[src/rtl/pc_pkg.sv]
// Shared encodings for the next-PC unit: branch funct3 codes and the
// next-PC source select.
package pc_pkg;

    localparam logic [2:0] F3_BEQ  = 3'b000;
    localparam logic [2:0] F3_BNE  = 3'b001;
    localparam logic [2:0] F3_BLT  = 3'b100;
    localparam logic [2:0] F3_BGE  = 3'b101;
    localparam logic [2:0] F3_BLTU = 3'b110;
    localparam logic [2:0] F3_BGEU = 3'b111;

    typedef enum logic [2:0] {
        SEL_SEQ,
        SEL_BR,
        SEL_JAL,
        SEL_JALR,
        SEL_PEND,
        SEL_TRAP
    } pc_sel_t;

endpackage

[src/rtl/branch_cond.sv]
// Branch condition evaluator: maps funct3 and the ALU compare flags to a
// taken decision. Purely combinational.
module branch_cond
    import pc_pkg::*;
(
    input  logic [2:0] i_funct3,
    input  logic       i_zero,
    input  logic       i_lt,
    input  logic       i_ltu,
    output logic       o_taken
);

    always_comb begin
        o_taken = 1'b0;
        case (i_funct3)
            F3_BEQ:  o_taken = i_zero;
            F3_BNE:  o_taken = ~i_zero;
            F3_BLT:  o_taken = i_lt;
            F3_BGE:  o_taken = ~i_lt;
            F3_BLTU: o_taken = i_ltu;
            F3_BGEU: o_taken = ~i_ltu;
            default: o_taken = 1'b0;
        endcase
    end

endmodule

[src/rtl/pc_next_unit.sv]
// Next-PC generator: owns the PC register, selects trap/JALR/JAL/branch/pending/
// sequential sources. Optional macro PC_NEXT_MISALIGN_TRAP_EN rejects targets with bit 1 set.
module pc_next_unit
    import pc_pkg::*;
#(
    parameter int               XLEN         = 32,
    parameter logic [XLEN-1:0]  RESET_VECTOR = '0
) (
    input  logic            clk,
    input  logic            rst_n,
    input  logic            stall,
    input  logic            branch,
    input  logic            jump,
    input  logic            jalr,
    input  logic [2:0]      br_funct3,
    input  logic            zero,
    input  logic            lt,
    input  logic            ltu,
    input  logic [XLEN-1:0] jump_target,
    input  logic [XLEN-1:0] alu_result,
    input  logic            trap_valid,
    input  logic [XLEN-1:0] trap_vector,
    output logic [XLEN-1:0] pc,
    output logic [XLEN-1:0] pc_plus4,
    output logic            redirect,
    output logic            misalign
);

    localparam logic [XLEN-1:0] PC_STEP = XLEN'(4);

    logic [XLEN-1:0] r_pc;
    logic [XLEN-1:0] r_pend_target;
    logic            r_pend_valid;
    logic            r_redirect;
    logic            r_misalign;

    logic            w_taken;
    logic            w_live;
    logic [XLEN-1:0] w_live_target;
    logic [XLEN-1:0] w_jalr_target;
    logic [XLEN-1:0] w_pc_plus4;
    logic [XLEN-1:0] w_target;
    logic            w_misaligned;
    pc_sel_t         w_sel;

    branch_cond u_branch_cond (
        .i_funct3 (br_funct3),
        .i_zero   (zero),
        .i_lt     (lt),
        .i_ltu    (ltu),
        .o_taken  (w_taken)
    );

    assign w_pc_plus4    = r_pc + PC_STEP;
    assign w_jalr_target = {alu_result[XLEN-1:1], 1'b0};
    assign w_live        = jalr | jump | (branch & w_taken);

    // Live request target in its own priority order; also what gets parked while stalled.
    always_comb begin
        w_live_target = jump_target;
        if (jalr) begin
            w_live_target = w_jalr_target;
        end
    end

    always_comb begin
        w_sel = SEL_SEQ;
        if (trap_valid) begin
            w_sel = SEL_TRAP;
        end else if (jalr) begin
            w_sel = SEL_JALR;
        end else if (jump) begin
            w_sel = SEL_JAL;
        end else if (branch && w_taken) begin
            w_sel = SEL_BR;
        end else if (r_pend_valid) begin
            w_sel = SEL_PEND;
        end
    end

    always_comb begin
        w_target = w_pc_plus4;
        case (w_sel)
            SEL_TRAP: w_target = trap_vector;
            SEL_JALR: w_target = w_jalr_target;
            SEL_JAL:  w_target = jump_target;
            SEL_BR:   w_target = jump_target;
            SEL_PEND: w_target = r_pend_target;
            default:  w_target = w_pc_plus4;
        endcase
    end

`ifdef PC_NEXT_MISALIGN_TRAP_EN
    assign w_misaligned = (w_sel != SEL_SEQ) && (w_sel != SEL_TRAP) && w_target[1];
`else
    assign w_misaligned = 1'b0;
`endif

    always_ff @(posedge clk or negedge rst_n) begin
        if (!rst_n) begin
            r_pc          <= RESET_VECTOR;
            r_pend_target <= '0;
            r_pend_valid  <= 1'b0;
            r_redirect    <= 1'b0;
            r_misalign    <= 1'b0;
        end else if (trap_valid) begin
            r_pc         <= trap_vector;
            r_pend_valid <= 1'b0;
            r_redirect   <= 1'b1;
            r_misalign   <= 1'b0;
        end else if (stall) begin
            // Park the newest request; it is applied once the stall releases.
            if (w_live) begin
                r_pend_target <= w_live_target;
                r_pend_valid  <= 1'b1;
            end
            r_redirect <= 1'b0;
            r_misalign <= 1'b0;
        end else if (w_sel == SEL_SEQ) begin
            r_pc       <= w_pc_plus4;
            r_redirect <= 1'b0;
            r_misalign <= 1'b0;
        end else if (w_misaligned) begin
            r_pend_valid <= 1'b0;
            r_redirect   <= 1'b0;
            r_misalign   <= 1'b1;
        end else begin
            r_pc         <= w_target;
            r_pend_valid <= 1'b0;
            r_redirect   <= 1'b1;
            r_misalign   <= 1'b0;
        end
    end

    assign pc       = r_pc;
    assign pc_plus4 = w_pc_plus4;
    assign redirect = r_redirect;
`ifdef PC_NEXT_MISALIGN_TRAP_EN
    assign misalign = r_misalign;
`else
    assign misalign = 1'b0;
`endif

endmodule

[config.mk]
export PLATFORM = sky130hd
export DESIGN_NAME = pc_next_unit
export DESIGN_NICKNAME = d
export VERILOG_FILES = /design/src/rtl/pc_pkg.sv /design/src/rtl/branch_cond.sv /design/src/rtl/pc_next_unit.sv
export SDC_FILE = /design/constraint.sdc
export NUM_CORES = 1
export LEC_CHECK = 0
export ABC_AREA = 1
export CAP_MARGIN = 20
export CORE_AREA = 5 5 119 121
export DETAILED_ROUTE_END_ITERATION = 10
export DIE_AREA = 0 0 124 126
export DONT_BUFFER_PORTS = 1
export GPL_ROUTABILITY_DRIVEN = 0
export GPL_TIMING_DRIVEN = 0
export PLACE_DENSITY = 0.63
export SYNTH_ARGS = -nofsm -noshare
export SYNTH_HDL_FRONTEND = slang
export SYNTH_HIERARCHICAL = 1
export SYNTH_SLANG_ARGS = --single-unit
[constraint.sdc]
create_clock -name clk -period 2.55 [get_ports clk]
set_input_delay 0.765 -clock clk [delete_from_list [all_inputs] [get_ports clk]]
set_output_delay 0.765 -clock clk [all_outputs]
set_load 0.01 [all_outputs]
==> reports/summary.txt, run 1 <==
shortest period the worst path allows -> 2520 ps
maximum VDD drop -> 0.000376 V
Post-DRT Antenna Nets -> 0
Post-Synthesis Cell Area -> 5210 um^2
clock tree sinks -> 66
Yosys reg bits -> 66
Yosys cell types -> 30
Routed WL per cell -> 18.7 um
WL met1 -> 8.08 mm
vias in the first global route -> 5617
die height -> 126 um
post-DR vias/cell -> 5.37
Core ar. -> 13000 um^2
layout cells sized above 1 -> 0.122
Min-Delay Path Class -> in2async
RSZ-0062 raised after global routing -> true
Setup Skew -> 5.52 ps
Critical Path End Type -> output pin
detailed-placement wirelength estimate -> 15.8 mm
Clk pwr share -> 0.380
Max clock buf depth -> 2
Bufs and invs on worst path -> 0
DRC viols -> 0
main area contributors after synthesis -> dfrtp_1 (32%), nand2_1 (26%), nand3_1 (8.5%)
area share of the leading cell type in the synthesized netlist -> 0.317
register share of total power -> 0.411
CP required -> 1790 ps
Layout Nets -> 1013
critical path start-end classification -> reg2out
switching fraction of total power -> 0.342
Internal -> 2.18 mW
starting density of the core -> 0.401
Seq/Total Area, Yosys -> 0.317
top cells by instance count after synthesis -> nand2_1 (367), nor2_1 (106), inv_1 (89)
Die Area -> 15600 um^2
P_sw -> 1.14 mW
Fmax -> 397 MHz
layout filler cell count -> 1458
EDFF count, synth -> 0
status -> completed
clk root buf -> clkbuf_16
DR vias -> 5821
largest net degree at the start of global routing -> 67
Arrival @ worst endpoint -> 1760 ps
Cell Rows -> 42
Finish-stage setup viols -> 0
H-tree Lvls -> 3
startpoint types -> register
Lkg Pwr -> 2.84 nW
Top Family by Delay on Critical Path -> simple AND/OR/NAND/NOR gates
CTS tree -> built
uppermost layer routed -> met4
remaining global-route overflow -> 0
PortBufs -> 0
Primary FF master, synth -> dfrtp_1
antenna violations before repair -> 0
Final Max Slew Viols -> 0
area delta synth->final -> 13.6%
final hold viol count -> 0
CTS clock-pin slew for the worst setup and hold paths -> 60 ps
Synth Warn # -> 6
clock latency on the worst-skew pair -> 350 ps
I/O Pins -> 175
final period utilization -> 0.989
Largest stage delay, worst path -> 440 ps
worst-path maximum fanout -> 5
number of diodes -> 0
Total Wirelength -> 20.3 mm
largest area contributor in the synthesized netlist -> dfrtp_1
top-count cell post-synth -> nand2_1
setup TNS -> 0 ps
total design power -> 3.32 mW
crit path cell chain -> nand2_1, nor2_4, nand2_1, nor2_2, nand3_1, nand2_1
first-pass GRT wire length -> 31.1 mm
Pwr Density -> 562 nW/um^2
met2 routed WL -> 9.50 mm
drt pass-1 iters -> 5
CTS Buf Count -> 9
Slew @ Worst Pin -> 631 ps
hold slack -> 112 ps
routed wl met3 -> 2.22 mm
Post-Syn Nets -> 994
DIE WIDTH -> 124 um
Syn Area/Cell -> 5.89 um^2
Critical R2R Launch -> r_pend_valid$_DFFE_PN0P_
combinational cell fraction of total power -> 0.209
# Max-Cap Violations -> 0
GRT Resource Usage Total -> 0.262
Slowest-stage cell, CP -> dfrtp_2
relative slew slack -> 0.578
Initial DRC Count -> 500
Async S/R FF share, synth -> 1.00
Worst Setup SP -> pc[12]$_DFFE_PN0N_
most used cell, CP -> nand2_1
Synth Instances -> 884
-- power by group through the flow --
stage | sequential (mW) | combinational [mW] | clock, mW
detailed placement | 1.37 | 0.665 | 0
CTS | 1.36 | 0.684 | 1.27
floorplan | 1.32 | 0.514 | 0
global placement | 1.37 | 0.657 | 0
global route | 1.38 | 0.787 | 1.32
finish | 1.37 | 0.696 | 1.26
-- state kept, by name, summed over array words and instances, names as in the netlist --
name and count:
pc 32, r_pend_target 32, r_pend_valid 1, redirect 1
-- metrics by stage --
| step | cell area [um^2] | cells | utilization | setup WS, ps |
|---|---|---|---|---|
| global route | 5920 | 1084 | 0.456 | -49.2 |
| CTS | 5810 | 1081 | 0.448 | -17.0 |
| floorplan | 5210 | 884 | - | 368 |
| global placement | 5430 | 1060 | 0.418 | -261 |
| detailed placement | 5430 | 1060 | 0.418 | -227 |
| finish | 5920 | 1084 | 0.456 | 29.2 |
-- cells by family after synthesis --
kind of cell,Yosys count,synth area share
simple gates,586,0.462
buf+inv,133,0.109
compound gates,94,0.104
flops,66,0.317
xor+xnor,3,0.00505
fa+ha+maj,1,0.00240
other cells,1,0.000720
-- per-layer routing --
layer | global-route usage | vias to the layer above
met5 | 0 | -
met4 | 0.0805 | 0
met3 | 0.0924 | 28
met2 | 0.416 | 225
met1 | 0.335 | 2721
li1 | - | 2847
-- cell usage in the layout (no fill, tap or decap), drive strengths merged, types with 2 or more instances in the layout --
| master | n |
|---|---|
| nand2 | 368 |
| nor2 | 110 |
| inv | 92 |
| nand3 | 88 |
| dfrtp | 66 |
| o21ai | 36 |
| buf | 35 |
| a31oi | 32 |
| clkbuf | 24 |
| nand4 | 19 |
| a21oi | 19 |
| o21a | 4 |
| clkinv | 4 |
| xor2 | 2 |
| o21bai | 2 |
-- worst paths after layout --
kind                                                 endpoint  slack, ps  cells after the start
worst max register to register             pc[18]$_DFFE_PN0N_        560                      8
max in group asynchronous                   pc[9]$_DFFE_PN0N_       2300                      0
min in group clk                 r_pend_target[0]$_DFFE_PN0P_        540                      2
worst max-delay path                             pc_plus4[30]         30                      6
worst min-delay path            r_pend_target[27]$_DFFE_PN0P_        110                      0
worst min register to register   r_pend_target[0]$_DFFE_PN0P_        540                      2
-- repair_timing --
item,in CTS,in global routing
endpoints found under the setup margin,21,24
hold buffers,0,0
buffers inserted,5,3
gates resized for setup,29,37
pin swaps,2,5
-- area by class of cell --
cell class	count	area [um^2]	area share
clock buffers	10	229	0.0387
plain buffers	41	229	0.0387
clock inverters	6	57.6	0.00973
well taps	176	220	0.0372
flip-flops and latches	66	1680	0.284
multi-input cells	685	3090	0.523
repair buffers	8	60.1	0.0102
inverters	92	348	0.0588
No activity file was read; power rests on OpenSTA's default activity.
==> run 2, diff against run 1 <==
--- a/config.mk
+++ b/config.mk
@@ -6,8 +6,8 @@
 export NUM_CORES = 1
 export LEC_CHECK = 0
 export ABC_AREA = 1
-export CAP_MARGIN = 20
 export CORE_AREA = 5 5 119 121
+export CTS_CLUSTER_DIAMETER = 60
 export DETAILED_ROUTE_END_ITERATION = 10
 export DIE_AREA = 0 0 124 126
 export DONT_BUFFER_PORTS = 1
==> results of run 2 <==
Same layout as run 1: the final DEF is identical, and so are final timing and power.
==> run 3, diff against run 2 <==
--- a/config.mk
+++ b/config.mk
@@ -14,6 +14,7 @@
 export GPL_ROUTABILITY_DRIVEN = 0
 export GPL_TIMING_DRIVEN = 0
 export PLACE_DENSITY = 0.63
+export SLEW_MARGIN = 20
 export SYNTH_ARGS = -nofsm -noshare
 export SYNTH_HDL_FRONTEND = slang
 export SYNTH_HIERARCHICAL = 1
==> results of run 3 <==
Same layout as run 1: the final DEF is identical, and so are final timing and power.
